$ cat config.mk
export PLATFORM = sky130hd
export DESIGN_NAME = decoder_3_to_8
export DESIGN_NICKNAME = d
export VERILOG_FILES = /design/src/rtl/decoder_pkg.sv /design/src/rtl/decoder_2_to_4.sv /design/src/rtl/decoder_3_to_8.sv
export SDC_FILE = /design/constraint.sdc
export NUM_CORES = 1
export LEC_CHECK = 0
export ABC_AREA = 1
export CORE_AREA = 2 2 39 41
export DETAILED_ROUTE_END_ITERATION = 10
export DIE_AREA = 0 0 41 43
export PLACE_DENSITY = 0.46
export SYNTH_ARGS = -nofsm -noshare
export SYNTH_HDL_FRONTEND = slang
export SYNTH_SLANG_ARGS = --single-unit
$ cat constraint.sdc
create_clock -name clk -period 1.1 [get_ports clk]
set_input_delay 0.11 -clock clk [delete_from_list [all_inputs] [get_ports clk]]
set_output_delay 0.11 -clock clk [all_outputs]
set_load 0.005 [all_outputs]
$ cat src/rtl/decoder_pkg.sv
// Shared widths and a reference one-hot helper for the 3-to-8 decoder family.
package decoder_pkg;

  localparam int SEL_W = 3;
  localparam int OUT_W = 8;

  // One-hot word for a 3-bit select value: bit sel is set, all others clear.
  function automatic logic [OUT_W-1:0] onehot3(input logic [SEL_W-1:0] sel);
    return OUT_W'(1) << sel;
  endfunction

endpackage

$ cat src/rtl/decoder_2_to_4.sv
// 2-to-4 one-hot decoder with active-high enable. A low enable forces zero,
// so an unknown select cannot propagate to the output.
module decoder_2_to_4 (
  input  logic       a,
  input  logic       b,
  input  logic       en,
  output logic [3:0] d
);

  // Decode {a, b} (a is the MSB) into a one-hot nibble, gated by en.
  always_comb begin
    d = 4'b0000;
    if (en) begin
      case ({a, b})
        2'b00:   d = 4'b0001;
        2'b01:   d = 4'b0010;
        2'b10:   d = 4'b0100;
        2'b11:   d = 4'b1000;
        default: d = 4'b0000;
      endcase
    end else begin
      d = 4'b0000;
    end
  end

endmodule

$ cat src/rtl/decoder_3_to_8.sv
// Registered 3-to-8 one-hot decoder built from two 2-to-4 halves.
// x picks the half, {y, z} picks the bit within it. Optional output
// inversion (ACTIVE_LOW) and optional output register (OUT_REG).
module decoder_3_to_8
  import decoder_pkg::*;
#(
  parameter bit OUT_REG    = 1'b1,
  parameter bit ACTIVE_LOW = 1'b0
) (
  input  logic             clk,
  input  logic             rst,
  input  logic             x,
  input  logic             y,
  input  logic             z,
  input  logic             en,
  output logic [OUT_W-1:0] w
);

  // Value w takes while disabled or in reset.
  localparam logic [OUT_W-1:0] INACTIVE = ACTIVE_LOW ? {OUT_W{1'b1}} : {OUT_W{1'b0}};

  logic             en_hi;
  logic             en_lo;
  logic [3:0]       dec_hi;
  logic [3:0]       dec_lo;
  logic [OUT_W-1:0] w_d;

  // Enable split: a low en forces both halves off even if x is unknown.
  assign en_hi = en & x;
  assign en_lo = en & ~x;

  decoder_2_to_4 u_dec_hi (
    .a  (y),
    .b  (z),
    .en (en_hi),
    .d  (dec_hi)
  );

  decoder_2_to_4 u_dec_lo (
    .a  (y),
    .b  (z),
    .en (en_lo),
    .d  (dec_lo)
  );

  // Assemble the full word and apply the output polarity.
  always_comb begin
    w_d = {dec_hi, dec_lo};
    if (ACTIVE_LOW) begin
      w_d = ~{dec_hi, dec_lo};
    end else begin
      w_d = {dec_hi, dec_lo};
    end
  end

  generate
    if (OUT_REG) begin : g_reg
      logic [OUT_W-1:0] w_q;

      // Output register: reset drives the inactive value immediately.
      always_ff @(posedge clk or posedge rst) begin
        if (rst) begin
          w_q <= INACTIVE;
        end else begin
          w_q <= w_d;
        end
      end

      assign w = w_q;
    end else begin : g_comb
      assign w = w_d;
    end
  endgenerate

endmodule

# ---- Word-level counts from Yosys, hierarchy flattened
# Cells that the tools add are included.
dict set report totals {
  register_bits 8
  inputBits 6
  output_inout_bits 8
  word_cells 11
}
dict set report classes {
  n_eq_ne 3
  mux 3
  bitwise 3
  reduce_logical 1
}
# op count
set ops {}
lappend ops {{one-hot mux 4 bit (4 select lines)} 1}
lappend ops {{2-to-1 mux 4 bit} 2}
lappend ops {{equality test 2 bit (second input constant)} 2}
lappend ops {{bitwise AND 1 bit} 2}
lappend ops {{equality test 2 x 1 -> 1 bit (second input constant)} 1}
lappend ops {{zero test 2 bit} 1}
lappend ops {{inverter 1 bit} 1}

# ---- Depth between registers and ports, before layout
# Gate-level depths: netlist (run 1).
dict set report logic_depth {
  depth_word 3
  ltp_mapped 3
  mapped_depth_nobuf 3
}

# ---- By module
# From an unflattened synthesis (run 1), not the netlist that was laid out.
dict set report unflattened {
  hier_cells 29
  area_unflattened_um2 281.5
}
# mod n_inst cells_each area_per_inst_um2 seq_area_each_um2
set by_module_without_submodules {}
lappend by_module_without_submodules {decoder_3_to_8 1 13 221.5 200.2}
lappend by_module_without_submodules {decoder_2_to_4 2 8 30.0 0.0}

# ---- Worst setup path before layout (run 1)
# OpenSTA, ideal clock, no wires.
dict set report synth_path {
  path_type {reg-to-output}
  startpoint {register g_reg.w_q[0], in the netlist w[0]}
  endpoint {output port w[0]}
  arrival_time_ps 349
  required_ps 990
  slack_ps 641
  stages_incl_launch_ff 1
  path_buffers 0
  path_cell_list {dfrtp_1}
}
# element line
set synth_lines {}
lappend synth_lines {{start: declaration} decoder_3_to_8.sv:58} ;# logic [OUT_W-1:0] w_q;
lappend synth_lines {{start signal: assignment} decoder_3_to_8.sv:65} ;# w_q <= w_d;
lappend synth_lines {{end: declaration} decoder_3_to_8.sv:16} ;# output logic [OUT_W-1:0] w
# No word-level cell between the ends.

# ---- Final worst setup path (run 1)
dict set report layout_path {
  startpoint {register g_reg.w_q[0], in the netlist w[0]}
  endpoint {output port w[0]}
}
# No word-level cell between the ends.

==> metrics.txt, run 1 <==
Critical-path top delay cell sky130_fd_sc_hd__dfrtp_1; worst-path cell chain dlygate4sd2_1; DRC viols 0; status finished clean; initial core utilization 0.193; Core Rows 14; period utilization 0.881; Final Non-Filler Cells 58; CTS root buf sky130_fd_sc_hd__clkbuf_4; clock period minus worst slack 0.969 ns; worst-margin pin slew 0.271 ns; global-route usage over all layers 0.0650; share of layout cells above drive strength 1 0.0714; static leakage 0.252 nW; TritonCTS clock tree yes; residual overflow from global routing 0; kind of cell adding the most delay to the critical path flip-flops; setup repair after global routing missed its margin false; DIE WIDTH 41 um; sequential share of the synthesized area 0.748; final routed wire length divided by cell count 7.26 um; vias 209; achievable frequency 1030 MHz; Die Area 1760 um^2; clock buffers created by TritonCTS 3; crit path kind flip-flop to output port; Cells after DPL 55; synthesized flop and latch total 8; floorplan die height 43 um; Critical Path Source Type flip-flop; number of global-route vias before repair 189; origin of the worst setup path w[0]; number of cells on the critical path 1; final weighted congestion of routability-driven global placement 0.741; total number of H-tree levels 1; maximum resistive drop on vdd 0.000372 V; worst endpoint data arrival time 0.86 ns; yosys warns 0; number of hold violations in the final report 0; buffer levels on the longest clock path 2; CTS sink count 8; Top Ports 14; syn_area_per_cell 10.3 um^2; end point of the critical path w[0]; Final Net Count 50; post-synthesis cell count 26; critical-path maximum fanout 1; number of setup violations in the final report 0; buffering stage count on the worst path with inverters included 1; kind of capture point of the worst setup path output port; Antenna Diode Count 0; post-route antenna net violation count 0; final wirelength 421 um; Port Buffers 13; detailed router's first-iteration violation count 2; setup TNS 0 ns; clock edge transition at the registers on the reported setup and hold paths 0.05 ns; via density per instance 3.60; pin count of the biggest net entering global routing 9; cell area power density 1330 nW/um^2; # Post-CTS Setup Buffers 0; data required time at the worst endpoint 0.99 ns; cell area after synthesis 268 um^2; max-cap violations 0; Slew Limit Headroom 0.819; Netlist cell types 4; Min-Delay Path Class input pin to async pin; number of antenna violations at the first check in global routing 0; final count of pins violating max slew 0; placeable core region 1380 um^2; delay of the slowest critical-path stage 0.35 ns; TritonRoute pass-1 iters 4; number of flip-flops under the largest register name 8; Synth Net Count 32; total of fill cells in the finished design 153; global-route wire length before repair 662 um; area growth from synthesis to layout 60.7%
## worst min-delay path by stage
stage          from   end  slack, ns  depth (start not counted)
3_5_place_dp    rst  w[6]       0.36                          2
5_1_grt         rst  w[7]       0.14                          2
2_1_floorplan   rst  w[0]      -0.07                          1
3_3_place_gp    rst  w[7]       0.36                          2
4_1_cts         rst  w[0]       0.10                          2
6_report        rst  w[0]       0.09                          2
## synth_stat cells
library cell | n | area [um^2]
sky130_fd_sc_hd__dfrtp_1 | 8 | 200
sky130_fd_sc_hd__nor2_1 | 8 | 30.0
sky130_fd_sc_hd__nand2_1 | 6 | 22.5
sky130_fd_sc_hd__inv_1 | 4 | 15.0
## per-stage QoR
stage | area (um^2) | setup WS, ns | hold slack [ns] | util | total power, mW
after floorplan | 268 | 0.641 | -0.0743 | - | 0.329
after global placement | 418 | 0.181 | 0.362 | 0.302 | 0.366
after detailed placement | 418 | 0.160 | 0.364 | 0.302 | 0.367
after CTS | 430 | 0.122 | 0.103 | 0.311 | 0.578
after global routing | 430 | 0.0995 | 0.143 | 0.311 | 0.598
final | 430 | 0.131 | 0.0915 | 0.311 | 0.572
## metal layers
layer,GRT usage,share of wire,vias up
li1,-,-,106
met1,0.0567,0.35,87
met2,0.0813,0.45,13
met3,0.0157,0.13,3
met4,0.120,0.071,0
met5,0,0,-
## cell type report
| cell class | count | area [um^2] | area share |
|---|---|---|---|
| sequential | 8 | 200 | 0.465 |
| timing repair buffer | 13 | 120 | 0.279 |
| multi-input combinational | 14 | 52.6 | 0.122 |
| clock buffer | 3 | 22.5 | 0.0523 |
| tap | 16 | 20.0 | 0.0465 |
| inverter | 4 | 15.0 | 0.0349 |
## logic make-up after synthesis
logic type             after synthesis  share of synthesized area
and+or+nand+nor                     14                      0.196
buffers and inverters                4                     0.0561
DFF                                  8                      0.748
## power by group
group / leakage, nW / switching [mW] / internal [mW]
Combinational: 0.129 / 0.0246 / 0.0276
Clock: 0.0138 / 0.0918 / 0.124
Sequential: 0.110 / 0.00131 / 0.302
## layout by cell type, fill, tap and decap left out
master	netlist	layout
sky130_fd_sc_hd__inv_1	4	4
sky130_fd_sc_hd__clkbuf_4	0	3
sky130_fd_sc_hd__dlygate4sd2_1	0	8
sky130_fd_sc_hd__clkdlybuf4s50_1	0	5
sky130_fd_sc_hd__dfrtp_1	8	8
sky130_fd_sc_hd__nor2_1	8	8
sky130_fd_sc_hd__nand2_1	6	6
## repair_timing
item,4_1_cts,5_1_grt
hold buffers,0,0
gates resized for setup,8,0
endpoints found under the setup margin,8,0
No activity file was read; power rests on OpenSTA's default activity.
==> inputs of run 2 (changes only) <==
--- a/config.mk
+++ b/config.mk
@@ -8,5 +8,5 @@
 export ABC_AREA = 1
-export CORE_AREA = 2 2 39 41
+export CORE_AREA = 3 3 40 42
 export DETAILED_ROUTE_END_ITERATION = 10
-export DIE_AREA = 0 0 41 43
+export DIE_AREA = 0 0 43 45
 export PLACE_DENSITY = 0.46
==> constraint.sdc (replaced) <==
create_clock -name clk -period 1.1 [get_ports clk]
set_input_delay 0.165 -clock clk [delete_from_list [all_inputs] [get_ports clk]]
set_output_delay 0.165 -clock clk [all_outputs]
set_load 0.005 [all_outputs]
==> run 2 against run 1 <==
Effect of this change: cell area is 0.29% lower; power is 0.12% lower; utilization is 2.3 points higher; first-iteration DRC count grew to 4.0 times the previous value; clock power hardly changed.
==> metrics.txt, run 2 (synthesis results as in run 1) <==
global-route wire length before repair 717 um (+8.3%); Slew Limit Headroom 0.798 (-0.0206); clock edge transition at the registers on the reported setup and hold paths 0.05 ns (about the same); cts-stage hold buffer count 0 (unchanged); TritonRoute pass-1 iters 4 (unchanged); maximum resistive drop on vdd 0.000357 V (-3.9%); Critical Path Source Type flip-flop; clock buffers created by TritonCTS 3 (unchanged); # Post-CTS Setup Buffers 0 (unchanged); buffering stage count on the worst path with inverters included 1 (unchanged); max-cap violations 0 (unchanged); CTS resizes 8 (unchanged); final wirelength 460 um (+9.3%); period utilization 0.933 (+0.0515); delay of the slowest critical-path stage 0.36 ns (about the same); Top Ports 14 (unchanged); kind of cell adding the most delay to the critical path flip-flops; setup repair after global routing missed its margin false; number of antenna violations at the first check in global routing 0 (unchanged); Final Non-Filler Cells 57 (-1.7%); Final Net Count 50 (unchanged); CTS sink count 8 (unchanged); DIE WIDTH 43 um (+4.9%); TritonCTS clock tree yes; worst endpoint data arrival time 0.86 ns (about the same); initial core utilization 0.208 (+0.0149); number of global-route vias before repair 176 (-6.9%); global-route usage over all layers 0.0590 (-0.00600); worst-margin pin slew 0.302 ns (+0.0309 ns); cell area power density 1330 nW/um^2 (+0.17%); achievable frequency 975 MHz (-5.5%); detailed router's first-iteration violation count 8 (+6); clock period minus worst slack 1.03 ns (+0.0566 ns); buffer levels on the longest clock path 2 (unchanged); pin count of the biggest net entering global routing 9 (unchanged); static leakage 0.252 nW (unchanged); highest-count cells in the layout ignoring fill and taps sky130_fd_sc_hd__nor2_1 (8), sky130_fd_sc_hd__dlygate4sd2_1 (8), sky130_fd_sc_hd__dfrtp_1 (8); instance area at placement 417 um^2 (-0.30%); number of hold violations in the final report 0 (unchanged); status finished clean; crit path kind flip-flop to output port; number of flip-flops under the largest register name 8 (unchanged); area growth from synthesis to layout 60.3%; post-route antenna net violation count 0 (unchanged); Antenna Diode Count 0 (unchanged); Min-Delay Path Class input pin to async pin; Cells after DPL 54 (-1.8%); placeable core region 1280 um^2 (-7.1%); kind of capture point of the worst setup path output port; worst-path cell chain dlygate4sd2_1; detailed placement HPWL 370 um; design area 429 um^2 (-0.29%); critical-path maximum fanout 1 (unchanged); final count of pins violating max slew 0 (unchanged); setup TNS 0 ns (unchanged); via density per instance 3.61 (+0.29%); final weighted congestion of routability-driven global placement 0.696 (-6.1%); share of layout cells above drive strength 1 0.0714 (unchanged); Port Buffers 13 (unchanged); CTS root buf sky130_fd_sc_hd__clkbuf_4; Die Area 1940 um^2 (+9.8%); vias 206 (-1.4%); data required time at the worst endpoint 0.94 ns (-0.05 ns); total number of H-tree levels 1 (unchanged); Critical-path top delay cell sky130_fd_sc_hd__dfrtp_1; floorplan die height 45 um (+4.7%); number of setup violations in the final report 0 (unchanged); DRC viols 0 (unchanged); final routed wire length divided by cell count 8.07 um (+11%); residual overflow from global routing 0 (unchanged); Core Rows 13 (-1)
run 2: cell counts in the layout (fill, tap and decap cells not counted):
Identical to the previous run, type by type.
run 2: layout make-up:
cell class	count	area (um^2)
repair buffers	13	120
flip-flops and latches	8	200
well taps	15	18.8
fillers	137	856
inverters	4	15.0
clock buffers	3	22.5
multi-input cells	14	52.6
run 2: path summary, 6_finish.rpt:
path | startpoint | cells after the start | endpoint | slack (ns)
min in group clk | z | 3 | w[7] | 0.53
max in group asynchronous | rst | 2 | w[1] | 0.71
hold / removal | rst | 2 | w[4] | 0.16
setup / recovery | w[4] | 1 | w[4] | 0.07
run 2: layer usage:
metal / global-route usage / vias up / wire length (um)
li1: - / 106 / -
met1: 0.0549 / 80 / 182
met2: 0.0689 / 17 / 190
met3: 0.0279 / 3 / 62
met4: 0.108 / 0 / 25
met5: 0 / - / 0
run 2: report_power, final:
group | internal (mW) | total [mW] | switching (mW)
combinational | 0.0276 | 0.0528 | 0.0251
clock | 0.124 | 0.215 | 0.0906
sequential | 0.302 | 0.304 | 0.00135
total | 0.454 | 0.571 | 0.117
run 2: through the flow:
| step | util | setup WS [ns] | hold slack, ns | power, mW |
|---|---|---|---|---|
| after floorplan | - | 0.586 | -0.0193 | 0.329 |
| after global placement | 0.324 | 0.126 | 0.419 | 0.366 |
| after detailed placement | 0.324 | 0.118 | 0.426 | 0.367 |
| after CTS | 0.334 | 0.0593 | 0.167 | 0.578 |
| after global routing | 0.334 | 0.0370 | 0.191 | 0.602 |
| final | 0.334 | 0.0740 | 0.162 | 0.571 |
